**src/rtl/ddr3_init_seq_if.sv**
```systemverilog
// DFI-style command/control bundle driven by the DDR3 power-up sequencer.
interface ddr3_init_seq_if #(
    parameter int unsigned DDR_ROW_BITS = 13
);
    logic                    dfi_reset_n_o;
    logic                    dfi_cke_o;
    logic                    dfi_cs_n_o;
    logic                    dfi_ras_n_o;
    logic                    dfi_cas_n_o;
    logic                    dfi_we_n_o;
    logic [2:0]              dfi_bank_o;
    logic [DDR_ROW_BITS-1:0] dfi_addr_o;

    // Sequencer side drives the memory pins.
    modport master (
        output dfi_reset_n_o,
        output dfi_cke_o,
        output dfi_cs_n_o,
        output dfi_ras_n_o,
        output dfi_cas_n_o,
        output dfi_we_n_o,
        output dfi_bank_o,
        output dfi_addr_o
    );

    // PHY / memory model side observes them.
    modport slave (
        input dfi_reset_n_o,
        input dfi_cke_o,
        input dfi_cs_n_o,
        input dfi_ras_n_o,
        input dfi_cas_n_o,
        input dfi_we_n_o,
        input dfi_bank_o,
        input dfi_addr_o
    );
endinterface

```
**src/rtl/ddr3_init_seq.sv**
```systemverilog
// DDR3 power-up sequencer: RESET#/CKE timing, MR2/MR3/MR1/MR0 loads, ZQCL, done.
module ddr3_init_seq #(
    parameter int unsigned CYCLES_RESET = 20000,
    parameter int unsigned CYCLES_WAKE  = 50000,
    parameter int unsigned CYCLES_XPR   = 13,
    parameter int unsigned DDR_CMRD     = 4,
    parameter int unsigned DDR_CMOD     = 12,
    parameter int unsigned DDR_CZQINIT  = 512,
    parameter int unsigned DDR_ROW_BITS = 13,
    parameter logic [DDR_ROW_BITS-1:0] MR0_VAL = DDR_ROW_BITS'(13'h0320),
    parameter logic [DDR_ROW_BITS-1:0] MR1_VAL = DDR_ROW_BITS'(13'h0001),
    parameter logic [DDR_ROW_BITS-1:0] MR2_VAL = DDR_ROW_BITS'(13'h0008),
    parameter logic [DDR_ROW_BITS-1:0] MR3_VAL = DDR_ROW_BITS'(13'h0000)
) (
    input  logic            clock,
    input  logic            reset,
    input  logic            enable_i,
    ddr3_init_seq_if.master dfi,
    output logic            done_o
);

    function automatic int unsigned max2(input int unsigned a, input int unsigned b);
        return (a > b) ? a : b;
    endfunction

    localparam int unsigned MAX_DLY = max2(max2(max2(CYCLES_RESET, CYCLES_WAKE),
                                                max2(CYCLES_XPR, DDR_CMRD)),
                                           max2(DDR_CMOD, DDR_CZQINIT));
    localparam int unsigned CNT_W = $clog2(MAX_DLY) + 1;

    // Command encoding {CS#, RAS#, CAS#, WE#}.
    localparam logic [3:0] CMD_NOP  = 4'b0111;
    localparam logic [3:0] CMD_MRS  = 4'b0000;
    localparam logic [3:0] CMD_ZQCL = 4'b0110;

    // ZQCL long calibration: A10 high, everything else low.
    localparam logic [DDR_ROW_BITS-1:0] ZQ_ADDR = DDR_ROW_BITS'(1) << 10;

    // Reload values: a delay of N cycles counts N-1 down to zero.
    localparam logic [CNT_W-1:0] LD_RESET = CNT_W'(CYCLES_RESET - 1);
    localparam logic [CNT_W-1:0] LD_WAKE  = CNT_W'(CYCLES_WAKE - 1);
    localparam logic [CNT_W-1:0] LD_XPR   = CNT_W'(CYCLES_XPR - 1);
    localparam logic [CNT_W-1:0] LD_MRD   = CNT_W'(DDR_CMRD - 1);
    localparam logic [CNT_W-1:0] LD_MOD   = CNT_W'(DDR_CMOD - 1);
    localparam logic [CNT_W-1:0] LD_ZQ    = CNT_W'(DDR_CZQINIT - 1);

    // Each MRx/ZQCL state means "that command has just been issued; waiting for the next".
    typedef enum logic [3:0] {
        ST_IDLE = 4'd0,
        ST_RST  = 4'd1,
        ST_WAKE = 4'd2,
        ST_CKE  = 4'd3,
        ST_MR2  = 4'd4,
        ST_MR3  = 4'd5,
        ST_MR1  = 4'd6,
        ST_MR0  = 4'd7,
        ST_ZQCL = 4'd8,
        ST_DONE = 4'd9
    } state_t;

    state_t                  state_q, state_d;
    logic [CNT_W-1:0]        cnt_q, cnt_d;
    logic                    reset_n_q, reset_n_d;
    logic                    cke_q, cke_d;
    logic [3:0]              cmd_q, cmd_d;
    logic [2:0]              bank_q, bank_d;
    logic [DDR_ROW_BITS-1:0] addr_q, addr_d;
    logic                    done_q, done_d;

    logic cnt_zero;
    assign cnt_zero = (cnt_q == '0);

    // State, delay counter and all pin registers.
    always_ff @(posedge clock) begin
        if (reset) begin
            state_q   <= ST_IDLE;
            cnt_q     <= '0;
            reset_n_q <= 1'b0;
            cke_q     <= 1'b0;
            cmd_q     <= CMD_NOP;
            bank_q    <= '0;
            addr_q    <= '0;
            done_q    <= 1'b0;
        end else begin
            state_q   <= state_d;
            cnt_q     <= cnt_d;
            reset_n_q <= reset_n_d;
            cke_q     <= cke_d;
            cmd_q     <= cmd_d;
            bank_q    <= bank_d;
            addr_q    <= addr_d;
            done_q    <= done_d;
        end
    end

    // Next state and next pin values; commands default to a one-cycle NOP.
    always_comb begin
        state_d   = state_q;
        cnt_d     = cnt_zero ? cnt_q : cnt_q - CNT_W'(1);
        reset_n_d = reset_n_q;
        cke_d     = cke_q;
        done_d    = done_q;
        cmd_d     = CMD_NOP;
        bank_d    = '0;
        addr_d    = '0;

        case (state_q)
            ST_IDLE: begin
                reset_n_d = 1'b0;
                cke_d     = 1'b0;
                done_d    = 1'b0;
                if (enable_i) begin
                    state_d = ST_RST;
                    cnt_d   = LD_RESET;
                end
            end
            ST_RST: begin
                if (cnt_zero) begin
                    reset_n_d = 1'b1;
                    state_d   = ST_WAKE;
                    cnt_d     = LD_WAKE;
                end
            end
            ST_WAKE: begin
                if (cnt_zero) begin
                    cke_d   = 1'b1;
                    state_d = ST_CKE;
                    cnt_d   = LD_XPR;
                end
            end
            ST_CKE: begin
                if (cnt_zero) begin
                    cmd_d   = CMD_MRS;
                    bank_d  = 3'd2;
                    addr_d  = MR2_VAL;
                    state_d = ST_MR2;
                    cnt_d   = LD_MRD;
                end
            end
            ST_MR2: begin
                if (cnt_zero) begin
                    cmd_d   = CMD_MRS;
                    bank_d  = 3'd3;
                    addr_d  = MR3_VAL;
                    state_d = ST_MR3;
                    cnt_d   = LD_MRD;
                end
            end
            ST_MR3: begin
                if (cnt_zero) begin
                    cmd_d   = CMD_MRS;
                    bank_d  = 3'd1;
                    addr_d  = MR1_VAL;
                    state_d = ST_MR1;
                    cnt_d   = LD_MRD;
                end
            end
            ST_MR1: begin
                if (cnt_zero) begin
                    cmd_d   = CMD_MRS;
                    bank_d  = 3'd0;
                    addr_d  = MR0_VAL;
                    state_d = ST_MR0;
                    cnt_d   = LD_MOD;
                end
            end
            ST_MR0: begin
                if (cnt_zero) begin
                    cmd_d   = CMD_ZQCL;
                    addr_d  = ZQ_ADDR;
                    state_d = ST_ZQCL;
                    cnt_d   = LD_ZQ;
                end
            end
            ST_ZQCL: begin
                if (cnt_zero) begin
                    done_d  = 1'b1;
                    state_d = ST_DONE;
                end
            end
            ST_DONE: begin
                reset_n_d = 1'b1;
                cke_d     = 1'b1;
                done_d    = 1'b1;
            end
            default: begin
                state_d = ST_IDLE;
            end
        endcase
    end

    assign dfi.dfi_reset_n_o = reset_n_q;
    assign dfi.dfi_cke_o     = cke_q;
    assign dfi.dfi_cs_n_o    = cmd_q[3];
    assign dfi.dfi_ras_n_o   = cmd_q[2];
    assign dfi.dfi_cas_n_o   = cmd_q[1];
    assign dfi.dfi_we_n_o    = cmd_q[0];
    assign dfi.dfi_bank_o    = bank_q;
    assign dfi.dfi_addr_o    = addr_q;
    assign done_o            = done_q;

endmodule
```
**src/flat_wrapper.sv**
```systemverilog
// flat-port wrapper written by rule: the top's interface ports become plain ports
module ddr3_init_seq_flat 
#(
    parameter int unsigned CYCLES_RESET = 20000,
    parameter int unsigned CYCLES_WAKE  = 50000,
    parameter int unsigned CYCLES_XPR   = 13,
    parameter int unsigned DDR_CMRD     = 4,
    parameter int unsigned DDR_CMOD     = 12,
    parameter int unsigned DDR_CZQINIT  = 512,
    parameter int unsigned DDR_ROW_BITS = 13,
    parameter logic [DDR_ROW_BITS-1:0] MR0_VAL = DDR_ROW_BITS'(13'h0320),
    parameter logic [DDR_ROW_BITS-1:0] MR1_VAL = DDR_ROW_BITS'(13'h0001),
    parameter logic [DDR_ROW_BITS-1:0] MR2_VAL = DDR_ROW_BITS'(13'h0008),
    parameter logic [DDR_ROW_BITS-1:0] MR3_VAL = DDR_ROW_BITS'(13'h0000)
)
  (clock, reset, enable_i, done_o, dfi_dfi_reset_n_o, dfi_dfi_cke_o, dfi_dfi_cs_n_o, dfi_dfi_ras_n_o, dfi_dfi_cas_n_o, dfi_dfi_we_n_o, dfi_dfi_bank_o, dfi_dfi_addr_o);
  ddr3_init_seq_if #(.DDR_ROW_BITS(DDR_ROW_BITS)) dfi_i ();
  input  logic clock;
  input  logic reset;
  input  logic enable_i;
  output logic done_o;
  output wire logic [$bits(dfi_i.dfi_reset_n_o)-1:0] dfi_dfi_reset_n_o;
  output wire logic [$bits(dfi_i.dfi_cke_o)-1:0] dfi_dfi_cke_o;
  output wire logic [$bits(dfi_i.dfi_cs_n_o)-1:0] dfi_dfi_cs_n_o;
  output wire logic [$bits(dfi_i.dfi_ras_n_o)-1:0] dfi_dfi_ras_n_o;
  output wire logic [$bits(dfi_i.dfi_cas_n_o)-1:0] dfi_dfi_cas_n_o;
  output wire logic [$bits(dfi_i.dfi_we_n_o)-1:0] dfi_dfi_we_n_o;
  output wire logic [$bits(dfi_i.dfi_bank_o)-1:0] dfi_dfi_bank_o;
  output wire logic [$bits(dfi_i.dfi_addr_o)-1:0] dfi_dfi_addr_o;
  assign dfi_dfi_reset_n_o = dfi_i.dfi_reset_n_o;
  assign dfi_dfi_cke_o = dfi_i.dfi_cke_o;
  assign dfi_dfi_cs_n_o = dfi_i.dfi_cs_n_o;
  assign dfi_dfi_ras_n_o = dfi_i.dfi_ras_n_o;
  assign dfi_dfi_cas_n_o = dfi_i.dfi_cas_n_o;
  assign dfi_dfi_we_n_o = dfi_i.dfi_we_n_o;
  assign dfi_dfi_bank_o = dfi_i.dfi_bank_o;
  assign dfi_dfi_addr_o = dfi_i.dfi_addr_o;
  ddr3_init_seq #(.CYCLES_RESET(CYCLES_RESET), .CYCLES_WAKE(CYCLES_WAKE), .CYCLES_XPR(CYCLES_XPR), .DDR_CMRD(DDR_CMRD), .DDR_CMOD(DDR_CMOD), .DDR_CZQINIT(DDR_CZQINIT), .DDR_ROW_BITS(DDR_ROW_BITS), .MR0_VAL(MR0_VAL), .MR1_VAL(MR1_VAL), .MR2_VAL(MR2_VAL), .MR3_VAL(MR3_VAL)) u_core (.clock(clock), .reset(reset), .enable_i(enable_i), .dfi(dfi_i), .done_o(done_o));
endmodule
```
**config.mk**
```make
export PLATFORM = sky130hd
export DESIGN_NAME = ddr3_init_seq_flat
export DESIGN_NICKNAME = d
export VERILOG_FILES = /design/src/rtl/ddr3_init_seq_if.sv /design/src/rtl/ddr3_init_seq.sv /design/src/flat_wrapper.sv
export SDC_FILE = /design/constraint.sdc
export NUM_CORES = 1
export LEC_CHECK = 0
export CAP_MARGIN = 20
export CORE_MARGIN = 4
export CORE_UTILIZATION = 49
export DETAILED_ROUTE_END_ITERATION = 7
export PLACE_DENSITY = 0.76
export SETUP_SLACK_MARGIN = 0.4
export SLEW_MARGIN = 25
export SYNTH_ARGS = -nofsm -noshare
export SYNTH_HDL_FRONTEND = slang
export SYNTH_SLANG_ARGS = --single-unit
```
**constraint.sdc**
```tcl
create_clock -name clock -period 2.3 [get_ports clock]
set_input_delay 0.69 -clock clock [delete_from_list [all_inputs] [get_ports clock]]
set_output_delay 0.69 -clock clock [all_outputs]
set_load 0.05 [all_outputs]
```
After elaboration in Yosys (flattened, before gate mapping). Cells that the tools add are included.

Memories: 0. ROM bits: 0. RAM bits: 0. Word-level logic and storage cells: 73. Register bits: 44. Input port bits: 3. Latch bits: 0. Output and inout port bits: 23.

Reduce and logical (&&, ||, !) cells: 11. Multiply operators: 0. Add/sub/neg operators: 1. Shift operators: 0. Muxes and demuxes: 34. Eq/ne operators: 18. $lt $le $gt $ge: 0. Divide/modulo/power cells: 0. Bitwise gates (word level): 1.

Operator list (count): 2-to-1 mux 17 bit (7); case mux 17 bit (6 select lines) (1); case mux 13 bit (4 select lines) (1); 2-to-1 mux 4 bit (10); case mux 4 bit (10 select lines) (1); zero test 17 bit (1); subtractor 17 x 1 -> 17 bit, second input constant (1); equality test 4 x 3 -> 1 bit, second input constant (4); inequality test 2 x 1 -> 1 bit, second input constant (8); 2-to-1 mux 11 bit (1); 2-to-1 mux 10 bit (1); AND reduction 10 bit (1); case mux 1 bit (3 select lines) (3); case mux 3 bit (3 select lines) (1); nonzero test 3 bit (3); equality test 4 x 2 -> 1 bit, second input constant (2); equality test 4 bit, second input constant (2); case mux 4 bit (2 select lines) (1); AND reduction 2 bit (3); equality test 4 x 1 -> 1 bit, second input constant (1); zero test 4 bit (1); 2-to-1 mux 1 bit (4); 2-to-1 mux 2 bit (2); OR reduction 4 bit (1); 4 further kinds (4).

Depth between registers and ports, before layout. Gate-level depths: netlist of the first run.

Depth in word-level cells: 4. Mapped depth: 10. Gate-level depth less buffers: 10.

Least setup slack after synthesis of the first run. OpenSTA, ideal clock, no wires.

Path kind: reg-to-reg. Start point: register u_core.cnt_q[0]. End point: register u_core.cnt_q[0]. Data required time: 2209 ps. Path buffers: 0. Setup time: 91 ps. Clock period less this slack: 2199 ps. Arrival time: 2108 ps. Cell stages (with the launch flop): 11. Path slack: 101 ps. Path through: dfxtp_1 -> inv_1 -> ha_1 -> nor4b_1 -> and4_2 -> clkinv_1 -> ha_1 -> or2_2 -> nand3_1 -> a21boi_0 -> a311oi_1.

Cells in the longest elaborated chain, start to end: 4. Elaborated cells between the ends (all ways): 10. Those cells by class: 1 x add/sub; 8 x mux; 1 x reduce/logical.

Ends and longest elaborated chain: start, declared (line ddr3_init_seq.sv:62) `logic [CNT_W-1:0] cnt_q, cnt_d;`; start signal, assigned (line ddr3_init_seq.sv:86) `cnt_q <= cnt_d;`; subtractor 17 x 1 -> 17 bit / zero test 17 bit (equally long branches) (line ddr3_init_seq.sv:99, ddr3_init_seq.sv:71); 2-to-1 mux 17 bit (line ddr3_init_seq.sv:99) `cnt_d = cnt_zero ? cnt_q : cnt_q - CNT_W'(1);`; 2-to-1 mux 17 bit, or another cell as far along (line ddr3_init_seq.sv:168) `if (cnt_zero) begin`; case mux 17 bit (6 select lines) (*) (line ddr3_init_seq.sv:107) `case (state_q)`.

Mark *: on every way between the ends. The rest lies on a longest branch, timed or not. A chain may end at the register's enable or synchronous reset.

Final worst setup path of the first run.
Start point: register u_core.cnt_q[5]. End point: register u_core.cnt_q[0].

Cells in the longest elaborated chain, start to end: 4. Elaborated cells between the ends (all ways): 9. Those cells by class: 8 x mux; 1 x reduce/logical.

Ends and longest elaborated chain: zero test 17 bit (*) (line ddr3_init_seq.sv:71) `assign cnt_zero = (cnt_q == '0);`; 2-to-1 mux 17 bit (line ddr3_init_seq.sv:99); 2-to-1 mux 17 bit, or another cell as far along (line ddr3_init_seq.sv:168); case mux 17 bit (6 select lines) (*) (line ddr3_init_seq.sv:107).

Marks and branches as above.

==> metrics.txt, run 1 <==
status=completed; register area share after synthesis=0.3441; Synth Area in Compound Gates=0.1788; share of cells above drive strength 1=0.3722; Die Y=between 60 and 70 µm; initial antenna violation count=0; io pins=26; final instance area=between 2000 and 3000 µm²; hold_buf cts=0; clk_lat worst skew=between 0.2 and 0.3 ns; Slew @ Worst Pin=slightly below 0.6 ns; cell area after synthesis=approximately 1900 µm²; normalized max-slew margin=0.6080; Layout area overhead=44.76%; maxcap violations=0; cell-internal power=1.349 mW; Clock Path Buffers=2; gr busiest metal=met2; CTS clk-pin slew, worst paths=0.07 ns; Leak Pwr=approximately 1.1 nW; Syn Inst Count=between 200 and 250; power density cells=817.2 nW/µm²; mux cell area share after synthesis=0.005376; max frequency=between 400 and 500 MHz; # setup viols final=0; GPL Wtd Cong=around 0.88; Peak VDD IR=0.0004741 V; pre-CTS WS=roughly 0.12 ns; hpwl dp=approximately 3.3 mm; P_sw=between 800 and 900 µW; main combinational cell family by area after synthesis=simple AND/OR/NAND/NOR gates; Routed Antenna Nets=0; grt met1 use=0.2673; EDFF count, synth=0; fin crit period=about 2.0 ns; met2 Usage GRT=0.3824; Sequential Power Share=0.329; simple-gate portion of the synthesized area=0.2708; DRC errors left=0; CP max FO=4; Area contributors post-synth=dfxtp_1, nor2_1, buf_4; Pre-antenna DRT Iters=4; largest net degree at the start of global routing=18; Synth top area share=0.3441; WL per Instance=between 15 and 20 µm; global route overflow=0; DP Area=between 2000 and 2500 µm²; global-route wire length before repair=8.859 mm; Die ar.=4850 µm²; max-slew violations=0; Row Count=22; GRT Total Usage=0.2253; Hold Crit Class=reg2reg; post-DR vias/cell=approximately 6; synthesized-area fraction occupied by adder cells=0.02688; leading area contributor after synthesis=dfxtp_1; setup TNS=0 ns; PnR worst setup slack=around 0.3 ns; Seq cells post-synth=32; critical path launch point type=flip-flop; Inserted Diodes=0; vias in the first global route=approximately 1800; total number of vias=1856; RSZ-0062 raised after global routing=yes; Final Hold Viols=0; Die W=69.64 µm; Avg Inst Size Synth=around 8.3 µm²; Synth Area in XOR/XNOR=0.05175; final worst-path cycle share=0.8732; initial drt markers=between 150 and 200; H-tree depth=2; Synth top cells by count=dfxtp_1, nor2_1, nand2_1; Critical Path RT=~2.5 ns; Sw Ratio=0.3877; total wire length=between 6 and 7 mm; Critical Path AT=about 2.2 ns; post-layout net count=between 200 and 300; clock sink count=32; combinational power share=0.470; CTS root buf=clkbuf_8; count leader, synth=dfxtp_1; Initial Utilization=0.5085; Critical Path Sink Type=flip-flop; dominant synthesized flop cell=dfxtp_1; CTS Buf Count=5; critical path class=reg2reg; ys async rst share=0; CTS tree=built; port buffer count=16; clk_skew=~0.0055 ns; grt met3 use=0.05942; Ys Warns=0; Clk pwr share=0.201; core area=~3700 µm²; Synth cell types=between 40 and 50
## state kept, by name (all words and copies together), names as in the netlist
register	cells
u_core.cmd_q	2
u_core.cnt_q	17
u_core.dfi.dfi_addr_o	4
u_core.dfi.dfi_bank_o	2
u_core.dfi.dfi_cke_o	1
u_core.dfi.dfi_reset_n_o	1
u_core.done_o	1
u_core.state_q	4
## per-layer routing
metal | share of wire | wire length (µm)
met1 | 0.40 | 2426
met2 | 0.50 | 2979
met3 | 0.082 | 493
met4 | 0.019 | 114
met5 | 0 | 0
## cell usage in the layout, fill, tap and decap left out, drive strengths merged, types with 2 or more instances in the layout
cell / synthesis / routed
clkdlybuf4s15: 0 / 4
dfxtp: 32 / 32
or3: 4 / 4
nand2: 16 / 16
or4: 4 / 4
a31oi: 4 / 4
dlymetal6s2s: 0 / 2
o31ai: 3 / 3
nor2: 27 / 27
o22ai: 3 / 3
clkinv: 1 / 4
a21boi: 3 / 3
clkbuf: 11 / 6
o21ai: 7 / 7
nand3: 5 / 5
dlygate4sd2: 0 / 10
a221oi: 4 / 4
buf: 13 / 32
xor2: 2 / 2
a311oi: 2 / 2
and3: 4 / 4
conb: 1 / 9
ha: 4 / 4
nand2b: 6 / 6
a21oi: 14 / 14
inv: 7 / 7
nor4b: 3 / 3
xnor2: 9 / 9
nor3: 14 / 14
a211oi: 3 / 3
nor4: 7 / 7
## final timing paths
path | startpoint | endpoint | slack, ns | cells after the start
min reg2reg | u_core.done_o$_SDFFE_PP0P_ | u_core.done_o$_SDFFE_PP0P_ | 0.52 | 2
min | u_core.done_o$_SDFFE_PP0P_ | u_core.done_o$_SDFFE_PP0P_ | 0.52 | 2
max | u_core.cnt_q[5]$_SDFF_PP0_ | u_core.cnt_q[0]$_SDFF_PP0_ | 0.29 | 10
max reg2reg | u_core.cnt_q[5]$_SDFF_PP0_ | u_core.cnt_q[0]$_SDFF_PP0_ | 0.29 | 10
## logic make-up after synthesis
kind of cell,after synthesis
other,1
adders and majority gates,4
and+or+nand+nor,94
DFF,32
xor gates and xnor gates,11
buffers and inverters,32
AOI/OAI and AO/OA,50
muxes,1
## repair_timing
| item | CTS | global route |
|---|---|---|
| cloned | 2 | 1 |
| gates resized for setup | 56 | 45 |
| endpoints found under the setup margin | 31 | 31 |
| setup buffers | 12 | 8 |
| pin swaps | 13 | 22 |
## power by group through the flow
stage / Combinational [mW] / Clock (mW) / Sequential, mW
3_3_place_gp: 0.587 / 0 / 0.712
6_report: 1.03 / 0.443 / 0.725
4_1_cts: 0.816 / 0.432 / 0.711
3_5_place_dp: 0.598 / 0 / 0.714
5_1_grt: 1.12 / 0.462 / 0.731
2_1_floorplan: 0.489 / 0 / 0.699
## through the flow
step / total power, mW / hold slack, ns / utilization / cells
after floorplan: 1.187 / 0.4982 / - / 233
after global placement: 1.298 / 0.4972 / 0.5567 / 283
after detailed placement: 1.312 / 0.5079 / 0.5567 / 283
after CTS: 1.959 / 0.5183 / 0.6606 / 305
after global routing: 2.308 / 0.5411 / 0.7362 / 314
final: 2.203 / 0.5213 / 0.7362 / 314
## layout make-up
cell class / instances / area [µm²]
sequential: 32 / 659.4
fill: 256 / 965.9
inverter: 8 / 37.54
clock buffer: 5 / 68.82
multi-input combinational: 169 / 1334
timing repair buffer: 49 / 516.7
tap: 48 / 60.06
clock inverter: 3 / 18.77
## critical path: stages (launching register included)
cell and delay [ns]:
dfxtp_4 0.36, buf_6 0.11, nor4_4 0.33, and4_4 0.32, clkinv_4 0.07, buf_8 0.14
ha_4 0.15, nand3_1 0.12, nand3_2 0.10, a21boi_2 0.12, a311oi_1 0.05
No activity file was read; power rests on OpenSTA's default activity.
==> inputs of run 2 (changes only) <==
--- a/config.mk
+++ b/config.mk
@@ -7,9 +7,9 @@
 export LEC_CHECK = 0
 export CAP_MARGIN = 20
 export CORE_MARGIN = 4
-export CORE_UTILIZATION = 49
+export CORE_UTILIZATION = 54
 export DETAILED_ROUTE_END_ITERATION = 7
-export PLACE_DENSITY = 0.76
+export PLACE_DENSITY = 0.79
 export SETUP_SLACK_MARGIN = 0.4
 export SLEW_MARGIN = 25
 export SYNTH_ARGS = -nofsm -noshare
==> constraint.sdc (replaced) <==
create_clock -name clock -period 2 [get_ports clock]
set_input_delay 0.6 -clock clock [delete_from_list [all_inputs] [get_ports clock]]
set_output_delay 0.6 -clock clock [all_outputs]
set_load 0.05 [all_outputs]
==> run 2 against run 1 <==
The run now ends with setup timing left; cell count up 3.5%; setup slack got worse by 0.39 ns; sequential share of layout area decreased by 0.48 points; first-iteration DRC count increased by 31%; global-route usage is 3.6 points higher; register-to-register slack got worse by 0.39 ns; sequential power up 15%; hold slack lost 0.011 ns; die area down 8.2%.
==> metrics.txt, run 2 (synthesized netlist as in run 1, its figures left out) <==
RSZ-0062 raised after global routing=yes; final core occ=0.8129 (+0.07674); met2 routed WL=2.971 mm (-0.27%); worst hold slack=0.5106 ns (-0.01072 ns); largest net degree at the start of global routing=17 (-1); Clock Path Buffers=2 (unchanged); total number of vias=2038 (+9.8%); CP max FO=4 (unchanged); Hold Crit Class=reg2reg; Critical Path RT=2.26 ns (-0.19 ns); met3 WL=596 µm (+21%); hold_buf cts=0 (unchanged); critical path launch point type=flip-flop; post-DR vias/cell=6.271 (+6.1%); pre-CTS WS=0.01395 ns (-0.1029 ns); PnR worst setup slack=-0.09499 ns (-0.3867 ns); CTS clk-pin slew, worst paths=0.11 ns (+0.04 ns); initial antenna violation count=0 (unchanged); critical path class=reg2reg; failing checks=setup timing; Die ar.=4451 µm² (-8.2%); Row Count=21 (-4.5%); Final Hold Viols=0 (unchanged); normalized max-slew margin=0.6342 (+0.02621); Peak VDD IR=0.0004348 V (-8.3%); Routed Antenna Nets=0 (unchanged); power density cells=890.1 nW/µm² (+8.9%); CTS root buf=clkbuf_4; DP Area=2151 µm² (+5.5%); Initial Utilization=0.5579 (+0.04939); CTS tree=built; Die W=66.72 µm (-4.2%); clock sink count=32 (unchanged); Pwr Total=2.414 mW (+9.6%); global route overflow=0 (unchanged); Die Y=66.72 µm (-4.2%); post-layout net count=285 (+4.8%); GRT Total Usage=0.2612 (+0.03588); Leak Pwr=1.093 nW (+2.2%); # setup viols final=9 (+9); maxcap violations=0 (unchanged); clk_skew=0.009434 ns (+0.003895 ns); Inserted Diodes=0 (unchanged); WL per Instance=19.02 µm (-0.70%); Slew @ Worst Pin=0.5467 ns (-0.03917 ns); Layout area overhead=45.70%; cell count after placement=294 (+3.9%); fin crit period=2.095 ns (+0.08673 ns); max frequency=477.3 MHz (-4.1%); port buffer count=16 (unchanged); final instance area=2713 µm² (+0.65%); H-tree depth=2 (unchanged); M1 wire length=2.354 mm (-3.0%); core area=3337 µm² (-8.9%); most frequent cells in the layout=buf_4, dfxtp_1, nor2_1; Filler Cell Count=191 (-25%); vias in the first global route=1846 (+0.71%); final worst-path cycle share=1.047 (+0.1743); total wire length=6.180 mm (+2.8%); commonest non-fill, non-tap cell in the layout=buf_4; global-route wire length before repair=8.707 mm (-1.7%); status=finished with violations; initial drt markers=226 (+31%); Biggest register=u_core.cnt_q; non-filler instance count after layout=325 (+3.5%); Critical Path AT=2.35 ns (+0.19 ns); GPL Wtd Cong=0.9089 (+3.8%); clk_lat worst skew=0.35 ns (+0.06 ns); setup TNS=-0.4714 ns (-0.4714 ns); max reg flops=17 (unchanged); max-slew violations=0 (unchanged); uppermost routed layer=met4; share of cells above drive strength 1=0.4659 (+0.09377); CTS Buf Count=5 (unchanged); Pre-antenna DRT Iters=5 (+1); Critical Path Sink Type=flip-flop; io pins=26 (unchanged); DRC errors left=0 (unchanged); hpwl dp=3.341 mm (+1.9%)
==> run 2: cell types whose count changed in the layout (fill, tap and decap cells not counted), sizes merged, moves of 2 or more <==
cell	before	now
dlygate4sd2	10	0
clkinv	4	1
clkdlybuf4s50	0	2
buf	32	60
dlymetal6s2s	2	0
clkdlybuf4s15	4	0
==> run 2: worst paths after layout <==
check / from / to / slack (ns) / cells after the start
hold / removal: u_core.dfi.dfi_cke_o$_SDFFE_PP0P_ / u_core.dfi.dfi_cke_o$_SDFFE_PP0P_ / 0.51 / 2
setup reg to reg: u_core.cnt_q[1]$_SDFF_PP0_ / u_core.cnt_q[13]$_SDFF_PP0_ / -0.09 / 7
setup / recovery: u_core.cnt_q[1]$_SDFF_PP0_ / u_core.cnt_q[13]$_SDFF_PP0_ / -0.09 / 7
hold reg to reg: u_core.dfi.dfi_cke_o$_SDFFE_PP0P_ / u_core.dfi.dfi_cke_o$_SDFFE_PP0P_ / 0.51 / 2
==> run 2: report_power, final <==
part / leakage [nW] / internal [mW] / switching (mW)
clock network: 0.0315 / 0.172 / 0.235
registers: 0.263 / 0.716 / 0.119
logic: 0.798 / 0.573 / 0.599
total: 1.09 / 1.46 / 0.953
==> run 2: worst max-delay path, cell delays in order (launching register included) <==
cell	delay (ns)
dfxtp_4	0.36
buf_4	0.13
or4_4	0.49
or4_4	0.50
buf_4	0.18
nor4_4	0.16
xnor2_1	0.15
nor2_1	0.05
==> run 2: layer usage <==
metal | global-route usage | vias up
met2 | 0.4220 | 156
met3 | 0.06408 | 42
li1 | - | 890
met5 | 0 | -
met4 | 0.1447 | 0
met1 | 0.3147 | 950
==> run 2: final cells by class <==
cell class,count,area (µm²),area share
multi-input combinational,169,1358,0.5005
sequential,32,650.6,0.2399
timing repair buffer,62,549.3,0.2025
tap,46,57.56,0.02122
clock buffer,7,55.05,0.02030
inverter,8,35.03,0.01292
clock inverter,1,7.507,0.002768
==> run 2: repair_timing <==
item                                    4_1_cts  5_1_grt
buffers inserted                             15        8
cloned                                        0        0
resized for setup                            41       29
endpoints found under the setup margin       32       32
pin swaps                                    26       13
==> inputs of run 3 (changes only) <==
--- a/config.mk
+++ b/config.mk
@@ -6,7 +6,6 @@
 export NUM_CORES = 1
 export LEC_CHECK = 0
 export CAP_MARGIN = 20
-export CORE_MARGIN = 4
 export CORE_UTILIZATION = 54
 export DETAILED_ROUTE_END_ITERATION = 7
 export PLACE_DENSITY = 0.79
@@ -15,3 +14,4 @@
 export SYNTH_ARGS = -nofsm -noshare
 export SYNTH_HDL_FRONTEND = slang
 export SYNTH_SLANG_ARGS = --single-unit
+export TNS_END_PERCENT = 10
==> run 3 against run 2 <==
The run still ends with setup timing left; count of clock-buffer cells in the layout stayed put; highest routed layer unchanged; first-iteration DRC count fell by 50%; global-route usage is 2.9 points higher; clock power increased by 38%; non-clock buffer count shrank 13; cell count down 4.6%; routed wire length decreased by 18%; sequential cell count unchanged.
==> metrics.txt, run 3 (synthesized netlist as in run 1, its figures left out) <==
status=finished with violations; failing checks=setup timing; CP max FO=4 (unchanged); CTS tree=built; post-DR vias/cell=5.865 (-6.5%); clk_skew=0.02156 ns (+0.01213 ns); Critical Path Sink Type=flip-flop; non-filler instance count after layout=310 (-4.6%); max-slew violations=0 (unchanged); global-route wire length before repair=7.721 mm (-11%); Critical Path RT=2.22 ns (-0.04 ns); Routed Antenna Nets=0 (unchanged); Worst R2R Setup Slack=-0.09 ns (about the same); cell count after placement=300 (+2.0%); Hold Crit Class=reg2reg; Leak Pwr=0.9931 nW (-9.1%); Inserted Diodes=0 (unchanged); worst setup path start=u_core.cnt_q[9]$_SDFF_PP0_; Clock Path Buffers=2 (unchanged); Die W=60.72 µm (-9.0%); CTS root buf=clkbuf_4; area of the multi-input gates=1197 µm² (-12%); Slew @ Worst Pin=0.5020 ns (-0.04473 ns); critical path class=reg2reg; Filler Cell Count=244 (+28%); Slowest-stage cell, CP=or4_1; hold path depth=2 (unchanged); fin crit period=2.089 ns (-0.005703 ns); worst hold slack=0.5263 ns (+0.01578 ns); post-layout net count=272 (-4.6%); WL per Instance=16.42 µm (-14%); maxcap violations=0 (unchanged); CTS Buf Count=5 (unchanged); power density cells=960.5 nW/µm² (+7.9%); port buffer count=16 (unchanged); Biggest register=u_core.cnt_q; largest net degree at the start of global routing=18 (+1); min-delay src=u_core.done_o$_SDFFE_PP0P_; total number of vias=1818 (-11%); clock sink count=32 (unchanged); Pre-antenna DRT Iters=4 (-1); critical-path cell list=buf_4 -> or3_4 -> or4_1 -> nor3_2 -> xnor2_1 -> a221oi_1; DRC errors left=0 (unchanged); WP buf/inv=1 (-1); clk_lat worst skew=0.35 ns (about the same); RSZ-0062 raised after global routing=yes; max frequency=478.6 MHz (+0.27%); # setup viols final=3 (-6); Critical Path AT=2.31 ns (-0.04 ns); critical path launch point type=flip-flop; CP top delay family=simple AND/OR/NAND/NOR gates; hold_buf cts=0 (unchanged); pre-CTS WS=-0.02630 ns (-0.04025 ns); FF-to-FF Start=u_core.cnt_q[9]$_SDFF_PP0_; global route overflow=0 (unchanged); vias in the first global route=1705 (-7.6%); Final Hold Viols=0 (unchanged); Row Count=20 (-4.8%); Peak VDD IR=0.0006697 V (+54%); final worst-path cycle share=1.045 (-0.002851); Layout area overhead=30.58%; initial antenna violation count=0 (unchanged); io pins=26 (unchanged); total wire length=5.090 mm (-18%); PnR worst setup slack=-0.08929 ns (+0.005703 ns); Die ar.=3686 µm² (-17%); max reg flops=17 (unchanged); Initial Utilization=0.5905 (+0.03255); Pwr Total=2.335 mW (-3.3%); CTS clk-pin slew, worst paths=0.10 ns (about the same); hpwl dp=3.507 mm (+5.0%); depth of the most critical reg-to-reg path=6 (-1); flip-flop and latch area=651.9 µm² (+0.19%); reg-to-reg endpoint=u_core.cnt_q[14]$_SDFF_PP0_; GRT Total Usage=0.2905 (+0.02929); initial drt markers=112 (-50%); normalized max-slew margin=0.6641 (+0.02993); H-tree depth=2 (unchanged); share of cells above drive strength 1=0.3609 (-0.1050); commonest non-fill, non-tap cell in the layout=buf_4; most frequent cells in the layout=buf_4, dfxtp_1, nor2_1; Worst path max stage delay=0.42 ns (-0.08 ns); hold path endpoint=u_core.done_o$_SDFFE_PP0P_; core area=3153 µm² (-5.5%); GPL Wtd Cong=0.9137 (+0.53%); Die Y=60.72 µm (-9.0%)
run 3: metal layers:
metal  vias up  track usage  wire length (µm)
li1        869            -                 -
met1       867       0.3686              2153
met2        71       0.4662              2516
met3        11      0.07676               316
met4         0       0.1266               104
met5         -            0                 0
run 3: power by group:
group | internal, mW | switching (mW) | leakage [nW]
Clock | 0.332 | 0.232 | 0.0515
Combinational | 0.463 | 0.504 | 0.678
Sequential | 0.715 | 0.0893 | 0.263
run 3: metrics by stage:
step	area [µm²]	setup TNS [ns]	utilization
final	2431	-0.1813	0.7710
after floorplan	1949	0	-
after detailed placement	2168	-0.03482	0.6877
after global routing	2431	-0.4630	0.7710
after global placement	2168	0	0.6877
after CTS	2315	-0.02999	0.7341
run 3: how the worst max path moves through the flow:
stage	slack, ns	endpoint	cells after the start
floorplan	0.12	u_core.cnt_q[11]$_SDFF_PP0_	5
global placement	0.04	u_core.cnt_q[14]$_SDFF_PP0_	5
detailed placement	-0.03	u_core.cnt_q[0]$_SDFF_PP0_	10
CTS	-0.01	u_core.cnt_q[11]$_SDFF_PP0_	5
global route	-0.19	u_core.cnt_q[14]$_SDFF_PP0_	6
finish	-0.09	u_core.cnt_q[14]$_SDFF_PP0_	6
run 3: what timing repair did:
item	CTS	global route
gates cloned	0	0
endpoints found under the setup margin	30	31
gates resized for setup	10	26
setup buffers	1	1
pin swaps	2	12
run 3: layout make-up:
class,instances,area share
clock inverters,1,0.01235
repair buffers,49,0.1631
clock buffers,7,0.02676
inverters,8,0.01441
well taps,44,0.02265
flip-flops and latches,32,0.2681
multi-input cells,169,0.4925
run 3: worst reg2reg max path, cell delays in order (launching register included):
cell	delay [ns]
dfxtp_1	0.34
buf_4	0.16
or3_4	0.39
or4_1	0.42
nor3_2	0.16
xnor2_1	0.12
a221oi_1	0.38
